File: src/rtl/led_pkg.sv
// Shared constants for the LED scan path: seven-segment patterns ({A..G}, A in the MSB),
// special code values and the slot phase type.
package led_pkg;

  typedef enum logic {BLANK, ON} phase_t;

  localparam logic [3:0] CODE_MINUS = 4'hA;

  localparam logic [6:0] SEG_0     = 7'b1111110;
  localparam logic [6:0] SEG_1     = 7'b0110000;
  localparam logic [6:0] SEG_2     = 7'b1101101;
  localparam logic [6:0] SEG_3     = 7'b1111001;
  localparam logic [6:0] SEG_4     = 7'b0110011;
  localparam logic [6:0] SEG_5     = 7'b1011011;
  localparam logic [6:0] SEG_6     = 7'b1011111;
  localparam logic [6:0] SEG_7     = 7'b1110000;
  localparam logic [6:0] SEG_8     = 7'b1111111;
  localparam logic [6:0] SEG_9     = 7'b1111011;
  localparam logic [6:0] SEG_MINUS = 7'b0000001;
  localparam logic [6:0] SEG_BLANK = 7'b0000000;

endpackage

File: src/rtl/seven_seg_decode.sv
// 4-bit display code to {A..G} segment pattern; purely combinational, no handshake.
// Codes above CODE_MINUS decode to the blank pattern.
module seven_seg_decode
  import led_pkg::*;
(
  input  logic [3:0] code,
  output logic [6:0] seg
);

  always_comb begin
    seg = SEG_BLANK;
    case (code)
      4'h0:       seg = SEG_0;
      4'h1:       seg = SEG_1;
      4'h2:       seg = SEG_2;
      4'h3:       seg = SEG_3;
      4'h4:       seg = SEG_4;
      4'h5:       seg = SEG_5;
      4'h6:       seg = SEG_6;
      4'h7:       seg = SEG_7;
      4'h8:       seg = SEG_8;
      4'h9:       seg = SEG_9;
      CODE_MINUS: seg = SEG_MINUS;
      default:    seg = SEG_BLANK;
    endcase
  end

endmodule

File: src/rtl/led_scan_controller.sv
// Multiplexed LED scan with blank-first slots; pins lag counters by 1 cycle.
// LoadReq waits for the next frame boundary; LoadAck pulses one cycle on capture.
module led_scan_controller
  import led_pkg::*;
#(
  parameter int NUM_DIGITS      = 4,
  parameter int TICKS_PER_DIGIT = 64,
  parameter int BLANK_TICKS     = 4
)
(
  input  logic                    Clock,
  input  logic                    Reset,
  input  logic [4*NUM_DIGITS-1:0] Value,
  input  logic [NUM_DIGITS-1:0]   DpMask,
  input  logic                    LzbEnable,
  input  logic                    Blank,
  input  logic                    LoadReq,
  output logic                    LoadAck,
  output logic                    SegA,
  output logic                    SegB,
  output logic                    SegC,
  output logic                    SegD,
  output logic                    SegE,
  output logic                    SegF,
  output logic                    SegG,
  output logic                    DP,
  output logic [NUM_DIGITS-1:0]   nDigit
);

  localparam int CntW = $clog2(TICKS_PER_DIGIT);
  localparam int DigW = (NUM_DIGITS > 1) ? $clog2(NUM_DIGITS) : 1;

  logic [CntW-1:0]         cnt;
  logic [DigW-1:0]         dig;
  logic [4*NUM_DIGITS-1:0] shadowValue;
  logic [NUM_DIGITS-1:0]   shadowDp;
  logic                    frameEnd;
  phase_t                  phase;

  assign frameEnd = (cnt == CntW'(TICKS_PER_DIGIT - 1)) && (dig == DigW'(NUM_DIGITS - 1));
  assign phase    = (cnt < CntW'(BLANK_TICKS)) ? BLANK : ON;

  always_ff @(posedge Clock or posedge Reset) begin
    if (Reset) begin
      cnt         <= '0;
      dig         <= '0;
      shadowValue <= '0;
      shadowDp    <= '0;
      LoadAck     <= 1'b0;
    end else begin
      cnt     <= cnt + CntW'(1);
      LoadAck <= frameEnd && LoadReq;
      if (cnt == CntW'(TICKS_PER_DIGIT - 1)) begin
        dig <= (dig == DigW'(NUM_DIGITS - 1)) ? '0 : dig + DigW'(1);
      end
      // Capture only at the frame edge, so a whole frame always shows one value
      if (frameEnd && LoadReq) begin
        shadowValue <= Value;
        shadowDp    <= DpMask;
      end
    end
  end

  // zeroFrom[k]: digits k..NUM_DIGITS-1 all hold code 0
  logic [NUM_DIGITS-1:0] zeroFrom;
  logic                  allZero;

  always_comb begin
    zeroFrom = '0;
    allZero  = 1'b1;
    for (int k = NUM_DIGITS - 1; k >= 0; k--) begin
      allZero     = allZero && (shadowValue[4*k +: 4] == 4'h0);
      zeroFrom[k] = allZero;
    end
  end

  logic [3:0] code;
  logic [6:0] segRaw;
  logic       digitDark;
  logic       dpOn;

  assign code = shadowValue[4*dig +: 4];

  seven_seg_decode uDecode (
    .code (code),
    .seg  (segRaw)
  );

  assign digitDark = (segRaw == SEG_BLANK) || (LzbEnable && (dig != '0) && zeroFrom[dig]);
  assign dpOn      = shadowDp[dig];

  logic [6:0]            segNext;
  logic                  dpNext;
  logic [NUM_DIGITS-1:0] nDigitNext;

  always_comb begin
    segNext    = SEG_BLANK;
    dpNext     = 1'b0;
    nDigitNext = '1;
    if (phase == ON && !Blank) begin
      dpNext = dpOn;
      if (!digitDark) segNext = segRaw;
      // A dark digit is still enabled when it has to show its decimal point
      if (!digitDark || dpOn) nDigitNext = ~(NUM_DIGITS'(1) << dig);
    end
  end

  logic [6:0] segReg;

  always_ff @(posedge Clock or posedge Reset) begin
    if (Reset) begin
      segReg <= SEG_BLANK;
      DP     <= 1'b0;
      nDigit <= '1;
    end else begin
      segReg <= segNext;
      DP     <= dpNext;
      nDigit <= nDigitNext;
    end
  end

  assign {SegA, SegB, SegC, SegD, SegE, SegF, SegG} = segReg;

endmodule
File: config.mk
export PLATFORM = sky130hd
export DESIGN_NAME = led_scan_controller
export DESIGN_NICKNAME = d
export VERILOG_FILES = /design/src/rtl/led_pkg.sv /design/src/rtl/seven_seg_decode.sv /design/src/rtl/led_scan_controller.sv
export SDC_FILE = /design/constraint.sdc
export NUM_CORES = 1
export LEC_CHECK = 0
export ABC_AREA = 1
export CAP_MARGIN = 20
export CORE_MARGIN = 8
export CORE_UTILIZATION = 40
export CTS_BUF_LIST = sky130_fd_sc_hd__clkbuf_8
export CTS_CLUSTER_DIAMETER = 120
export DETAILED_ROUTE_END_ITERATION = 8
export GPL_TIMING_DRIVEN = 0
export PLACE_DENSITY_LB_ADDON = 0.15
export SYNTH_ARGS = -nofsm -noshare
export SYNTH_HDL_FRONTEND = slang
export SYNTH_HIERARCHICAL = 1
export SYNTH_SLANG_ARGS = --single-unit
export TNS_END_PERCENT = 1
File: constraint.sdc
create_clock -name Clock -period 2.6 [get_ports Clock]
set_clock_uncertainty 0.1 [all_clocks]
set_input_delay 0.78 -clock Clock [delete_from_list [all_inputs] [get_ports Clock]]
set_output_delay 0.78 -clock Clock [all_outputs]
set_load 0.02 [all_outputs]
==> flow_metrics.py, run 1 <==
metrics = {
    "floorplan": {
        "die_area_um2": 7762,
        "initial_utilization_pct": 40.98,
        "io_pins": 38,
        "design.core.area_um2": 5075,
        "fp.dieH_um": 88.10,
        "die_w_um": 88.10,
        "rows": 26,
    },
    "logic_synthesis": {
        "yosys-top-cells-count": "102 x nand2_1, 37 x dfrtp_1, 26 x nor2_1",
        "postSynthAreaPerCell_um2": 8.091,
        "syn-num-nets": 293,
        "yosysMostFrequentCell": "nand2_1",
        "yosysWarnings": 6,
        "async_flop_share_pct": 100.0,
        "ys_seq_area_share_pct": 49.58,
        "synth_edf_count": 0,
        "ys_types": 22,
        "syn_inst": 257,
        "synth_top_flop_cell": "dfrtp_1",
        "ys_ff_latch": 41,
        "yosys.area.top_type_share_pct": 44.52,
        "synth_top_cell_by_area": "dfrtp_1",
        "syn_area_um2": 2079,
        "synthTopCellsByArea": "dfrtp_1 45%, nand2_1 18%, ha_1 6.6%",
    },
    "critical_path": {
        "crit_path_max_fanout": 11,
        "endpoint": "segReg[6]$_DFF_PP0_",
        "critPathLaunchType": "flop",
        "cp.required_ps": 2690,
        "cp-end-kind": "flop",
        "reg2reg_from": "dig[0]$_DFFE_PP0N_",
        "reg2regPathDepth": 15,
        "crit_path_max_incr_delay_ps": 410,
        "reg2reg_to": "segReg[6]$_DFF_PP0_",
        "rrSetupSlack_ps": 170,
        "cp.arrival_ps": 2520,
        "path_class": "reg2reg",
        "crit_top_cell": "nand2_1",
        "slowest_stage": "dfrtp_1",
        "critPathLaunch": "dig[0]$_DFFE_PP0N_",
        "path_cells": "buf_4 > inv_4 > buf_6 > nand2_1 > a21oi_2 > inv_1 > ha_1 > nand2_1 > nand2_1 > nand2_1 > nor3_2 > nand3_1 > nand2_2 > buf_4 > nor2_1",
    },
    "global_route": {
        "grt_pass1_vias": 1631,
        "grt-ovfl-total": 0,
        "antenna_found_initial": 0,
        "grt_max_degree": 42,
        "grt_pass1_wl_mm": 7.293,
        "grtUsageTotal_pct": 11.97,
    },
    "timing": {
        "setup_viol": 0,
        "hold_viol_final": 0,
        "hold_ws_ps": 347.2,
        "fmax_mhz": 410.7,
        "tns_ps": 0,
        "tightest_slew_ps": 823.7,
        "relSlewSlack_pct": 45.00,
        "period_minus_slack_ps": 2435,
        "slew_violations": 0,
        "final.period_utilization_pct": 93.65,
        "layout_setup_ws_ps": 165.2,
    },
    "layout": {
        "area_delta_synth_final_pct": 30.08,
        "regArea_um2": 1031,
        "n_antenna_cell": 0,
        "final_net_count": 342,
        "stdcell_area_um2": 2705,
        "fin_util_pct": 53.30,
        "multi_input_area_um2": 925.9,
        "nFillCells": 517,
        "drive_gt1_share_pct": 13.36,
        "fin_cells": 377,
    },
    "placed_design": {
        "finalWeightedCongestion": 0.7863,
        "place.detailed.hpwl_mm": 3.155,
        "dp.cells": 364,
        "place_worst_setup_slack_ps": -341.2,
        "place_area_um2": 2537,
        "portBuffers": 37,
    },
    "power": {
        "ir_drop_uv": 214.1,
        "leakage_nw": 1.362,
        "finalPower_mw": 1.134,
        "power_density_nw_per_um2": 419.3,
    },
    "clock_tree": {
        "root_buffer": "clkbuf_8",
        "clkSlewWorstSetupHoldPaths_ps": 70,
        "cts_max_path_buffers": 2,
        "htree_num_levels": 2,
        "cts_tree": "done",
        "hold_buffers": 0,
        "cts.sinks": 41,
        "cts_buffers": 5,
        "worstSkewPairLatency_ps": 290,
    },
    "drt": {
        "wl_per_cell_um": 11.28,
        "drt-initial-drc-count": 66,
        "num_vias": 1659,
        "wirelength_mm": 4.251,
        "drtPass1Iterations": 5,
        "viasPerCell": 4.401,
        "postRouteAntennaNets": 0,
        "drcViolationCount": 0,
    },
    "worst_hold_path": {
        "min_from": "cnt[0]$_DFF_PP0_",
        "min_path_type": "reg2reg",
    },
    "run_status": {
        "status": "finished, final reports clean",
    },
    "run": {
        "maxCapViolations": 0,
    },
}
[cell usage in the layout, fill, tap and decap left out, types with 2 or more instances in the layout]
cell type,synthesis,final
nand2_1,102,100
inv_1,23,22
a21oi_1,13,10
o21ai_0,12,12
dfrtp_1,37,37
xor2_1,4,4
clkdlybuf4s50_1,0,37
nor2_1,26,26
a21oi_2,0,3
buf_6,2,3
nand2_2,2,4
ha_1,11,11
dfstp_2,4,4
nand3_2,2,2
nand3_1,5,5
inv_2,3,4
buf_4,0,7
clkbuf_8,0,6
[area by class of cell]
class,instances,area share (%)
Sequential cell,41,38.11
Multi-Input combinational cell,183,34.23
Timing Repair Buffer,43,15.36
Inverter,27,4.024
Tap cell,70,3.238
Clock buffer,6,3.053
Buffer,5,1.711
Clock inverter,2,0.2775
[power breakdown]
part	total (mW)	switching, mW	leakage (nW)	internal [mW]
Combinational	0.0759	0.0320	0.798	0.0439
Clock	0.414	0.205	0.0538	0.208
Sequential	0.645	0.00113	0.510	0.644
[timing repair]
item / 4_1_cts / 5_1_grt
gates resized for setup: 4 / 9
cloned: 0 / 0
endpoints found under the setup margin: 9 / 9
setup buffers: 2 / 4
pin swaps: 1 / 1
[cells by family (layout without fill, tap and decap cells)]
logic type | after synthesis | count (layout) | share of synthesized area [%]
adder cells (fa/ha/maj) | 11 | 11 | 6.618
AND/OR/NAND/NOR | 141 | 141 | 27.74
AO/OA/AOI/OAI | 27 | 27 | 7.461
XOR/XNOR | 4 | 4 | 1.685
buffers and inverters | 33 | 83 | 6.919
flip-flops | 41 | 41 | 49.58
[metal layers]
layer	global-route usage, %	part of all wire [%]
met1	14.38	47
met2	19.84	47
met3	2.439	4.7
met4	5.991	1.7
met5	0	0
[state kept, by name, summed over array words and instances, names as in the netlist]
register,flops
nDigit,4
cnt,6
LoadAck,1
shadowValue,16
dig,2
segReg,7
shadowDp,4
DP,1
[worst min-delay path by stage]
| stage | end | slack (ps) | cells past startpoint |
|---|---|---|---|
| floorplan | cnt[0]$_DFF_PP0_ | 320 | 1 |
| CTS | cnt[0]$_DFF_PP0_ | 350 | 1 |
| detailed placement | cnt[0]$_DFF_PP0_ | 340 | 1 |
| global placement | cnt[0]$_DFF_PP0_ | 340 | 1 |
| global route | cnt[0]$_DFF_PP0_ | 380 | 1 |
| finish | cnt[0]$_DFF_PP0_ | 350 | 1 |
[critical path: cells and delay by family, from the launching register on]
kind / cells / cell delay, ps
compound gates: 1 / 170
buf+inv: 5 / 670
simple gates: 8 / 690
fa+ha+maj: 1 / 280
flops: 1 / 410
Power figures use the tool's default switching activity.
==> run 2: changes to the inputs <==
CORE_ASPECT_RATIO = 1.2   (was not set)
==> flow_metrics.py, run 2 (synthesis results as in run 1) <==
metrics = {
    "floorplan": {
        "die_w_um": 81.82,
        "design.core.area_um2": 4975,
        "rows": 28,
        "fp.dieH_um": 94.99,
        "initial_utilization_pct": 41.80,
        "io_pins": 38,
        "die_area_um2": 7772,
    },
    "clock_tree": {
        "cts_buffers": 5,
        "cts_tree": "done",
        "root_buffer": "clkbuf_8",
        "hold_buffers": 0,
        "clkSlewWorstSetupHoldPaths_ps": 80,
        "cts_max_path_buffers": 2,
        "worstSkewPairLatency_ps": 290,
        "htree_num_levels": 2,
        "cts.sinks": 41,
    },
    "drt": {
        "drcViolationCount": 0,
        "num_vias": 1669,
        "wl_per_cell_um": 11.12,
        "drt-initial-drc-count": 87,
        "drtPass1Iterations": 4,
        "wirelength_mm": 4.105,
        "viasPerCell": 4.523,
        "postRouteAntennaNets": 0,
    },
    "placed_design": {
        "portBuffers": 37,
        "place.detailed.hpwl_mm": 3.066,
        "place_area_um2": 2525,
        "finalWeightedCongestion": 0.7743,
    },
    "timing": {
        "tightest_slew_ps": 818.3,
        "setup_viol": 0,
        "slew_violations": 0,
        "final.period_utilization_pct": 92.22,
        "relSlewSlack_pct": 45.37,
        "fmax_mhz": 417.0,
        "hold_viol_final": 0,
        "period_minus_slack_ps": 2398,
        "tns_ps": 0,
    },
    "layout": {
        "final_net_count": 345,
        "final_cell_mix": "100 x nand2_1, 37 x clkdlybuf4s50_1, 36 x dfrtp_1",
        "area_delta_synth_final_pct": 30.99,
        "largest_reg_flops": 16,
        "drive_gt1_share_pct": 14.56,
        "nFillCells": 494,
        "stdcell_area_um2": 2724,
        "regMostFlops": "shadowValue",
        "reg.largest.list": "shadowValue x16, segReg x7, cnt x6",
        "n_antenna_cell": 0,
        "final_common_cell": "nand2_1",
    },
    "critical_path": {
        "cp.arrival_ps": 2520,
        "cp.required_ps": 2720,
        "path_class": "reg2reg",
        "critPathLaunchType": "flop",
        "crit_path_max_fanout": 7,
        "cp-end-kind": "flop",
    },
    "power": {
        "leakage_nw": 1.375,
        "power_density_nw_per_um2": 413.0,
        "ir_drop_uv": 226.3,
    },
    "run": {
        "maxCapViolations": 0,
    },
    "global_route": {
        "grt-ovfl-total": 0,
        "grt_pass1_wl_mm": 7.327,
        "grt_pass1_vias": 1677,
        "grt_max_degree": 42,
        "grtUsageTotal_pct": 12.01,
        "antenna_found_initial": 0,
    },
    "worst_hold_path": {
        "min_path_type": "reg2reg",
    },
    "run_status": {
        "status": "finished, final reports clean",
    },
}
-- run 2: area by class of cell --
type	count	area (um2)	area share, %
plain buffers	5	53.80	1.975
clock buffers	6	82.58	3.032
clock inverters	1	3.754	0.1378
inverters	27	108.9	3.996
multi-input cells	183	929.6	34.13
flip-flops and latches	41	1032	37.90
well taps	60	75.07	2.756
repair buffers	46	437.9	16.08
-- run 2: worst paths after layout --
path	start	end	slack, ps	cells after the start
setup / recovery	dig[1]$_DFFE_PP0N_	segReg[3]$_DFF_PP0_	200	16
hold reg to reg	cnt[0]$_DFF_PP0_	cnt[0]$_DFF_PP0_	350	1
setup reg to reg	dig[1]$_DFFE_PP0N_	segReg[3]$_DFF_PP0_	200	16
max in group asynchronous	Reset	dig[1]$_DFFE_PP0N_	970	2
hold / removal	cnt[0]$_DFF_PP0_	cnt[0]$_DFF_PP0_	350	1
min in group asynchronous	Reset	shadowDp[0]$_DFFE_PP0P_	870	2
-- run 2: through the flow --
step                      worst slack, ps  power (mW)  instances  hold slack (ps)  util (%)
after floorplan                     126.2      0.6817        257            322.4         -
after global placement             -305.7      0.7339        354            337.9     50.75
after detailed placement           -366.0      0.7345        354            347.1     50.75
after CTS                           6.873       1.148        362            358.4     53.12
after global routing               -8.032       1.178        369            401.1     54.75
final                               202.2       1.125        369            347.4     54.75
-- run 2: timing repair --
action,CTS,global route
cloned,0,0
gates resized for setup,5,13
buffers inserted,2,7
pin swaps,2,3
setup endpoints to repair,9,9
-- run 2: layer usage --
metal	GRT usage, %	vias up	share of wire (%)
met2	19.91	33	49
met3	3.517	9	5.4
met5	0	-	0
li1	-	885	-
met4	5.425	0	2.5
met1	13.87	742	43
-- run 2: worst max-delay path, cell delays in order, from the launching register on --
cell        delay [ps]
dfrtp_2            430
clkinvlp_4         160
buf_4              180
a21oi_1            230
a21oi_4            100
buf_4              160
ha_1               170
inv_1               60
nand2_1             60
nand2_1             80
nand2_1             50
nand2_1             80
nor2_1              50
nand3_1             80
nand2_2             90
buf_4              150
nor2_1              70
-- run 2: where the power goes --
part           switching [mW]  total [mW]  internal, mW
sequential            0.00114       0.645         0.644
clock                   0.198       0.405         0.207
combinational          0.0315      0.0754        0.0439
